<file path="src/rtl/multicycle_control_unit.sv">
// Moore-FSM control unit for the multi-cycle RV32I datapath.
// Sequences fetch/decode/execute/memory/writeback, handles memory wait states and traps illegal opcodes.
module multicycle_control_unit #(
    parameter int unsigned ALU_CTRL_W  = 4,
    parameter bit          MEM_WAIT_EN = 1'b1
) (
    input  logic                  clk,
    input  logic                  rst_n,
    input  logic [6:0]            op,
    input  logic [2:0]            funct3,
    input  logic                  funct7_5,
    input  logic                  zero,
    input  logic                  lt,
    input  logic                  ltu,
    input  logic                  mem_ready,
    output logic                  mem_req,
    output logic                  adr_src,
    output logic                  ir_write,
    output logic                  mem_write,
    output logic                  pc_write,
    output logic                  reg_write,
    output logic [1:0]            result_src,
    output logic [1:0]            alu_srcA,
    output logic [1:0]            alu_srcB,
    output logic [2:0]            imm_src,
    output logic [ALU_CTRL_W-1:0] alu_control,
    output logic                  illegal_op,
    output logic [3:0]            state
);

    localparam logic [6:0] OP_LOAD  = 7'b0000011;
    localparam logic [6:0] OP_STORE = 7'b0100011;
    localparam logic [6:0] OP_R     = 7'b0110011;
    localparam logic [6:0] OP_I     = 7'b0010011;
    localparam logic [6:0] OP_BR    = 7'b1100011;
    localparam logic [6:0] OP_JAL   = 7'b1101111;
    localparam logic [6:0] OP_JALR  = 7'b1100111;
    localparam logic [6:0] OP_LUI   = 7'b0110111;
    localparam logic [6:0] OP_AUIPC = 7'b0010111;

    localparam logic [3:0] ALU_ADD  = 4'd0;
    localparam logic [3:0] ALU_SUB  = 4'd1;
    localparam logic [3:0] ALU_AND  = 4'd2;
    localparam logic [3:0] ALU_OR   = 4'd3;
    localparam logic [3:0] ALU_XOR  = 4'd4;
    localparam logic [3:0] ALU_SLT  = 4'd5;
    localparam logic [3:0] ALU_SLTU = 4'd6;
    localparam logic [3:0] ALU_SLL  = 4'd7;
    localparam logic [3:0] ALU_SRL  = 4'd8;
    localparam logic [3:0] ALU_SRA  = 4'd9;

    localparam logic [1:0] SRCA_PC = 2'b00, SRCA_OLDPC = 2'b01, SRCA_RD1 = 2'b10, SRCA_ZERO = 2'b11;
    localparam logic [1:0] SRCB_RD2 = 2'b00, SRCB_IMM = 2'b01, SRCB_FOUR = 2'b10;
    localparam logic [1:0] RES_ALUOUT = 2'b00, RES_DATA = 2'b01, RES_ALU = 2'b10;

    typedef enum logic [3:0] {
        S_FETCH    = 4'd0,  S_DECODE  = 4'd1,  S_MEMADR = 4'd2,  S_MEMREAD = 4'd3,
        S_MEMWB    = 4'd4,  S_MEMWRITE = 4'd5, S_EXECR  = 4'd6,  S_EXECI   = 4'd7,
        S_ALUWB    = 4'd8,  S_BRANCH  = 4'd9,  S_JAL    = 4'd10, S_JALR    = 4'd11,
        S_JALRL    = 4'd12, S_LUI     = 4'd13, S_AUIPC  = 4'd14, S_TRAP    = 4'd15
    } state_t;

    state_t     cur, nxt;
    logic       ready;
    logic       taken;
    logic [3:0] exec_alu, alu_op;
    logic       mem_req_c, ir_write_c, mem_write_c, pc_write_c, reg_write_c;

    assign ready = MEM_WAIT_EN ? mem_ready : 1'b1;

    always_ff @(posedge clk or negedge rst_n) begin
        if (!rst_n) cur <= S_FETCH;
        else        cur <= nxt;
    end

    // Branch condition from funct3 and the ALU compare flags.
    always_comb begin
        taken = 1'b0;
        case (funct3)
            3'b000:  taken = zero;
            3'b001:  taken = ~zero;
            3'b100:  taken = lt;
            3'b101:  taken = ~lt;
            3'b110:  taken = ltu;
            3'b111:  taken = ~ltu;
            default: taken = 1'b0;
        endcase
    end

    // Execute-stage ALU op; sub only exists for register-register adds.
    always_comb begin
        exec_alu = ALU_ADD;
        case (funct3)
            3'b000: exec_alu = (cur == S_EXECR && funct7_5) ? ALU_SUB : ALU_ADD;
            3'b001: exec_alu = ALU_SLL;
            3'b010: exec_alu = ALU_SLT;
            3'b011: exec_alu = ALU_SLTU;
            3'b100: exec_alu = ALU_XOR;
            3'b101: exec_alu = funct7_5 ? ALU_SRA : ALU_SRL;
            3'b110: exec_alu = ALU_OR;
            3'b111: exec_alu = ALU_AND;
            default: exec_alu = ALU_ADD;
        endcase
    end

    always_comb begin
        imm_src = 3'b000;
        case (op)
            OP_STORE:         imm_src = 3'b001;
            OP_BR:            imm_src = 3'b010;
            OP_JAL:           imm_src = 3'b011;
            OP_LUI, OP_AUIPC: imm_src = 3'b100;
            default:          imm_src = 3'b000;
        endcase
    end

    always_comb begin
        nxt         = cur;
        mem_req_c   = 1'b0;
        adr_src     = 1'b0;
        ir_write_c  = 1'b0;
        mem_write_c = 1'b0;
        pc_write_c  = 1'b0;
        reg_write_c = 1'b0;
        result_src  = RES_ALUOUT;
        alu_srcA    = SRCA_PC;
        alu_srcB    = SRCB_RD2;
        alu_op      = ALU_ADD;
        illegal_op  = 1'b0;
        case (cur)
            S_FETCH: begin
                mem_req_c  = 1'b1;
                alu_srcB   = SRCB_FOUR;
                result_src = RES_ALU;
                ir_write_c = ready;
                pc_write_c = ready;
                if (ready) nxt = S_DECODE;
            end
            S_DECODE: begin
                alu_srcA = SRCA_OLDPC;
                alu_srcB = SRCB_IMM;
                case (op)
                    OP_LOAD, OP_STORE: nxt = S_MEMADR;
                    OP_R:              nxt = S_EXECR;
                    OP_I:              nxt = S_EXECI;
                    OP_BR:             nxt = S_BRANCH;
                    OP_JAL:            nxt = S_JAL;
                    OP_JALR:           nxt = S_JALR;
                    OP_LUI:            nxt = S_LUI;
                    OP_AUIPC:          nxt = S_AUIPC;
                    default:           nxt = S_TRAP;
                endcase
            end
            S_MEMADR: begin
                alu_srcA = SRCA_RD1;
                alu_srcB = SRCB_IMM;
                nxt      = op[5] ? S_MEMWRITE : S_MEMREAD;
            end
            S_MEMREAD: begin
                mem_req_c = 1'b1;
                adr_src   = 1'b1;
                if (ready) nxt = S_MEMWB;
            end
            S_MEMWB: begin
                result_src  = RES_DATA;
                reg_write_c = 1'b1;
                nxt         = S_FETCH;
            end
            S_MEMWRITE: begin
                mem_req_c   = 1'b1;
                mem_write_c = 1'b1;
                adr_src     = 1'b1;
                if (ready) nxt = S_FETCH;
            end
            S_EXECR, S_EXECI: begin
                alu_srcA = SRCA_RD1;
                alu_srcB = (cur == S_EXECI) ? SRCB_IMM : SRCB_RD2;
                alu_op   = exec_alu;
                nxt      = S_ALUWB;
            end
            S_ALUWB: begin
                reg_write_c = 1'b1;
                nxt         = S_FETCH;
            end
            S_BRANCH: begin
                alu_srcA   = SRCA_RD1;
                alu_op     = ALU_SUB;
                pc_write_c = taken;
                nxt        = S_FETCH;
            end
            S_JAL: begin
                alu_srcA   = SRCA_OLDPC;
                alu_srcB   = SRCB_FOUR;
                pc_write_c = 1'b1;
                nxt        = S_ALUWB;
            end
            S_JALR: begin
                alu_srcA   = SRCA_RD1;
                alu_srcB   = SRCB_IMM;
                result_src = RES_ALU;
                pc_write_c = 1'b1;
                nxt        = S_JALRL;
            end
            S_JALRL: begin
                alu_srcA    = SRCA_OLDPC;
                alu_srcB    = SRCB_FOUR;
                result_src  = RES_ALU;
                reg_write_c = 1'b1;
                nxt         = S_FETCH;
            end
            S_LUI: begin
                alu_srcA = SRCA_ZERO;
                alu_srcB = SRCB_IMM;
                nxt      = S_ALUWB;
            end
            S_AUIPC: begin
                alu_srcA = SRCA_OLDPC;
                alu_srcB = SRCB_IMM;
                nxt      = S_ALUWB;
            end
            S_TRAP: begin
                illegal_op = 1'b1;
                nxt        = S_TRAP;
            end
            default: nxt = S_FETCH;
        endcase
    end

    // Enables are forced low for the whole time reset is asserted.
    assign mem_req     = rst_n & mem_req_c;
    assign ir_write    = rst_n & ir_write_c;
    assign mem_write   = rst_n & mem_write_c;
    assign pc_write    = rst_n & pc_write_c;
    assign reg_write   = rst_n & reg_write_c;
    assign alu_control = ALU_CTRL_W'(alu_op);
    assign state       = cur;

endmodule

</file>
<file path="config.mk">
export PLATFORM = sky130hd
export DESIGN_NAME = multicycle_control_unit
export DESIGN_NICKNAME = d
export VERILOG_FILES = /design/src/rtl/multicycle_control_unit.sv
export SDC_FILE = /design/constraint.sdc
export NUM_CORES = 1
export LEC_CHECK = 0
export ABC_AREA = 1
export BUFFER_PORTS_ARGS = -buffer_cell sky130_fd_sc_hd__buf_2
export CAP_MARGIN = 20
export CORE_MARGIN = 2
export CORE_UTILIZATION = 47
export DETAILED_ROUTE_END_ITERATION = 10
export PLACE_DENSITY_LB_ADDON = 0.2
export SETUP_SLACK_MARGIN = 0.15
export SLEW_MARGIN = 5
export SYNTH_ARGS = -nofsm -noshare
export SYNTH_HDL_FRONTEND = slang
export SYNTH_SLANG_ARGS = --single-unit
</file>
<file path="constraint.sdc">
create_clock -name clk -period 2 [get_ports clk]
set_input_delay 0.1 -clock clk [delete_from_list [all_inputs] [get_ports clk]]
set_output_delay 0.1 -clock clk [all_outputs]
set_load 0.01 [all_outputs]
</file>
==> results_dict.tcl <==
set metrics [dict create \
    status "completed" \
    final_cells 204 \
    r2r.worst_path.cells 7 \
    ys_seq_area_frac 0.130 \
    clock_latency_ns 0.24 \
    n_antenna_cell 0 \
    cp_cell_sequence "inv_2 -> nor2_2 -> a31oi_1 -> a21oi_1 -> nand2_1 -> o22ai_2 -> buf_2" \
    gp_congestion 0.907 \
    hold-path-endpoint "state[0]$_DFFE_PN0P_" \
    worst_slew_pin_slew_ns 0.392 \
    antenna_found_initial 0 \
    grt_pass1_wl_um 3630 \
    die_w_um 44.5 \
    ys_warn_count 0 \
    ant_nets 0 \
    cp_slowest_cell "dfrtp_1" \
    synth_area_leaders "nand2_1 (17%), nor2_1 (13%), dfrtp_1 (13%)" \
    clk_pin_slew_ns 0.04 \
    die_area_mm2 0.00198 \
    power_density_mw_per_mm2 1170 \
    critical_path_depth 7 \
    finalCritPeriodShare 0.823 \
    pin_count 41 \
    whs_path_depth 3 \
    vias 1065 \
    cts_setup_buffers 0 \
    area_growth_pct 32.1 \
    reg2reg_slack_ns 0.69 \
    final.setup.tns_ns 0 \
    r2r-end "state[0]$_DFFE_PN0P_" \
    io_buffers 40 \
    fmax_mhz 608 \
    row_count 14 \
    drtIter0Drc 34 \
    drc 0 \
    crit_buf_inv 2 \
    drive_above_1_share 0.362 \
    r2r-start "state[2]$_DFFE_PN0P_" \
    hp-start "mem_ready" \
    firstDrtPassIters 4 \
    grt_max_degree 9 \
    ir_drop_mv 0.826 \
    max_stage_delay_ns 0.48 \
    arrival_ns 1.55 \
    finClkSkew_ns 0.00175 \
    grt.total_usage 0.239 \
    layout.nets 207 \
    finalSetupViolCount 0 \
    power_leakage_nw 0.620 \
    post_synth_num_cell_types 25 \
    syn_avg_cell_area_um2 5.32 \
    cts_max_path_buffers 2 \
    crit_path_start_kind "register" \
    start_util 0.506 \
    finalMaxSlewViolations 0 \
    slew-limit-headroom 0.737 \
    overflow 0 \
    cts_buffers 3 \
    end_kind "primary output" \
    criticalPathCategory "register to primary output" \
    rsz0062_at_grt "false" \
    cts_tree "yes" \
    chipHeight_um 44.5 \
    critical_path_required_ns 1.90 \
    synth_top_area_share 0.166 \
    path_delay_family "flip-flops" \
    period_minus_slack_ns 1.65 \
    dpl.cell_count 200 \
    synthCells 145 \
    maxCapViolCount 0 \
    drt_wl_total_um 2230 \
    core_area_mm2 0.00152 \
    largest_reg_flops 4 \
    grt_pass1_vias 893 \
    holdCritPathClass "input pin to register" \
    final_common_cell "buf_2" \
    netlist_area_um2 771 \
    hpwlAfterDp_um 1840 \
    layout_common_cells "buf_2 (40), nand2_1 (34), nor2_1 (27)" \
    yosysTopAreaCell "nand2_1" \
    ys_ff_latch 4 \
    worstPathMaxFanout 6 \
    hold_viol 0 \
    wl_per_cell_um 10.9 \
    viasPerCell 5.22 \
    root_buffer "clkbuf_4" \
    syn-num-nets 162 \
    cts_sinks 4 \
    cts.htree.levels 1 \
]
[metal layers]
layer  track usage  up-vias  part of all wire
li1              -      550                 -
met1         0.300      469              0.41
met2         0.426       44              0.51
met3        0.0367        2             0.075
met4        0.0485        0            0.0045
met5             0        -                 0
[per-stage QoR]
step | cell area, um2 | hold slack (ns) | power [mW] | utilization | setup WS, ns
2_1_floorplan | 771 | -0.196 | 0.794 | - | 0.773
3_3_place_gp | 986 | -0.0793 | 1.05 | 0.647 | 0.651
3_5_place_dp | 986 | -0.0785 | 1.08 | 0.647 | 0.629
4_1_cts | 1020 | 0.150 | 1.19 | 0.668 | 0.369
5_1_grt | 1020 | 0.168 | 1.29 | 0.668 | 0.248
6_report | 1020 | 0.156 | 1.19 | 0.668 | 0.354
[synth_stat cells (all sizes together)]
library cell	number
a21oi	7
a31oi	1
clkbuf	1
dfrtp	4
inv	26
nand2	40
nand3	11
nand4	1
nor2	34
nor3	5
o2111ai	1
o211ai	1
o21ai	9
o21bai	1
o221ai	1
o22ai	2
[cell families (layout without fill, tap and decap cells)]
group                  count (synthesis)  after routing  synth area share
AOI/OAI and AO/OA                     23             23             0.183
and+or+nand+nor                       91             91             0.554
buffers and inverters                 27             70             0.133
DFF                                    4              4             0.130
[worst reg2reg max path, delay by kind of cell, from the launching register on]
kind | cells | cell delay, ns
and+or+nand+nor | 5 | 0.60
DFF | 1 | 0.45
AOI/OAI and AO/OA | 1 | 0.12
buffers and inverters | 1 | 0.06
[how the worst max path moves through the flow]
stage,startpoint,to,slack [ns]
2_1_floorplan,state[2]$_DFFE_PN0P_,state[0]$_DFFE_PN0P_,0.77
3_3_place_gp,state[1]$_DFFE_PN0P_,alu_control[0],0.65
3_5_place_dp,state[1]$_DFFE_PN0P_,alu_control[0],0.63
4_1_cts,state[1]$_DFFE_PN0P_,alu_control[0],0.37
5_1_grt,state[1]$_DFFE_PN0P_,alu_control[0],0.25
6_report,state[1]$_DFFE_PN0P_,alu_control[0],0.35
[power by group]
part           internal [mW]  total, mW  switching (mW)  leakage, nW
sequential             0.119      0.197          0.0774       0.0503
clock                 0.0675      0.106          0.0386       0.0138
combinational          0.327      0.892           0.565        0.556
[layout make-up]
class / count / area, um2
multi-input cells: 114 / 568
fillers: 153 / 505
repair buffers: 41 / 210
flip-flops and latches: 4 / 100
inverters: 26 / 97.6
clock buffers: 3 / 22.5
well taps: 16 / 20.0
[what timing repair did]
| item | CTS | global route |
|---|---|---|
| hold buffers | 1 | 0 |
| gates resized for setup | 0 | 0 |
| hold endpoints to repair | 4 | 0 |
Power figures use the tool's default switching activity.
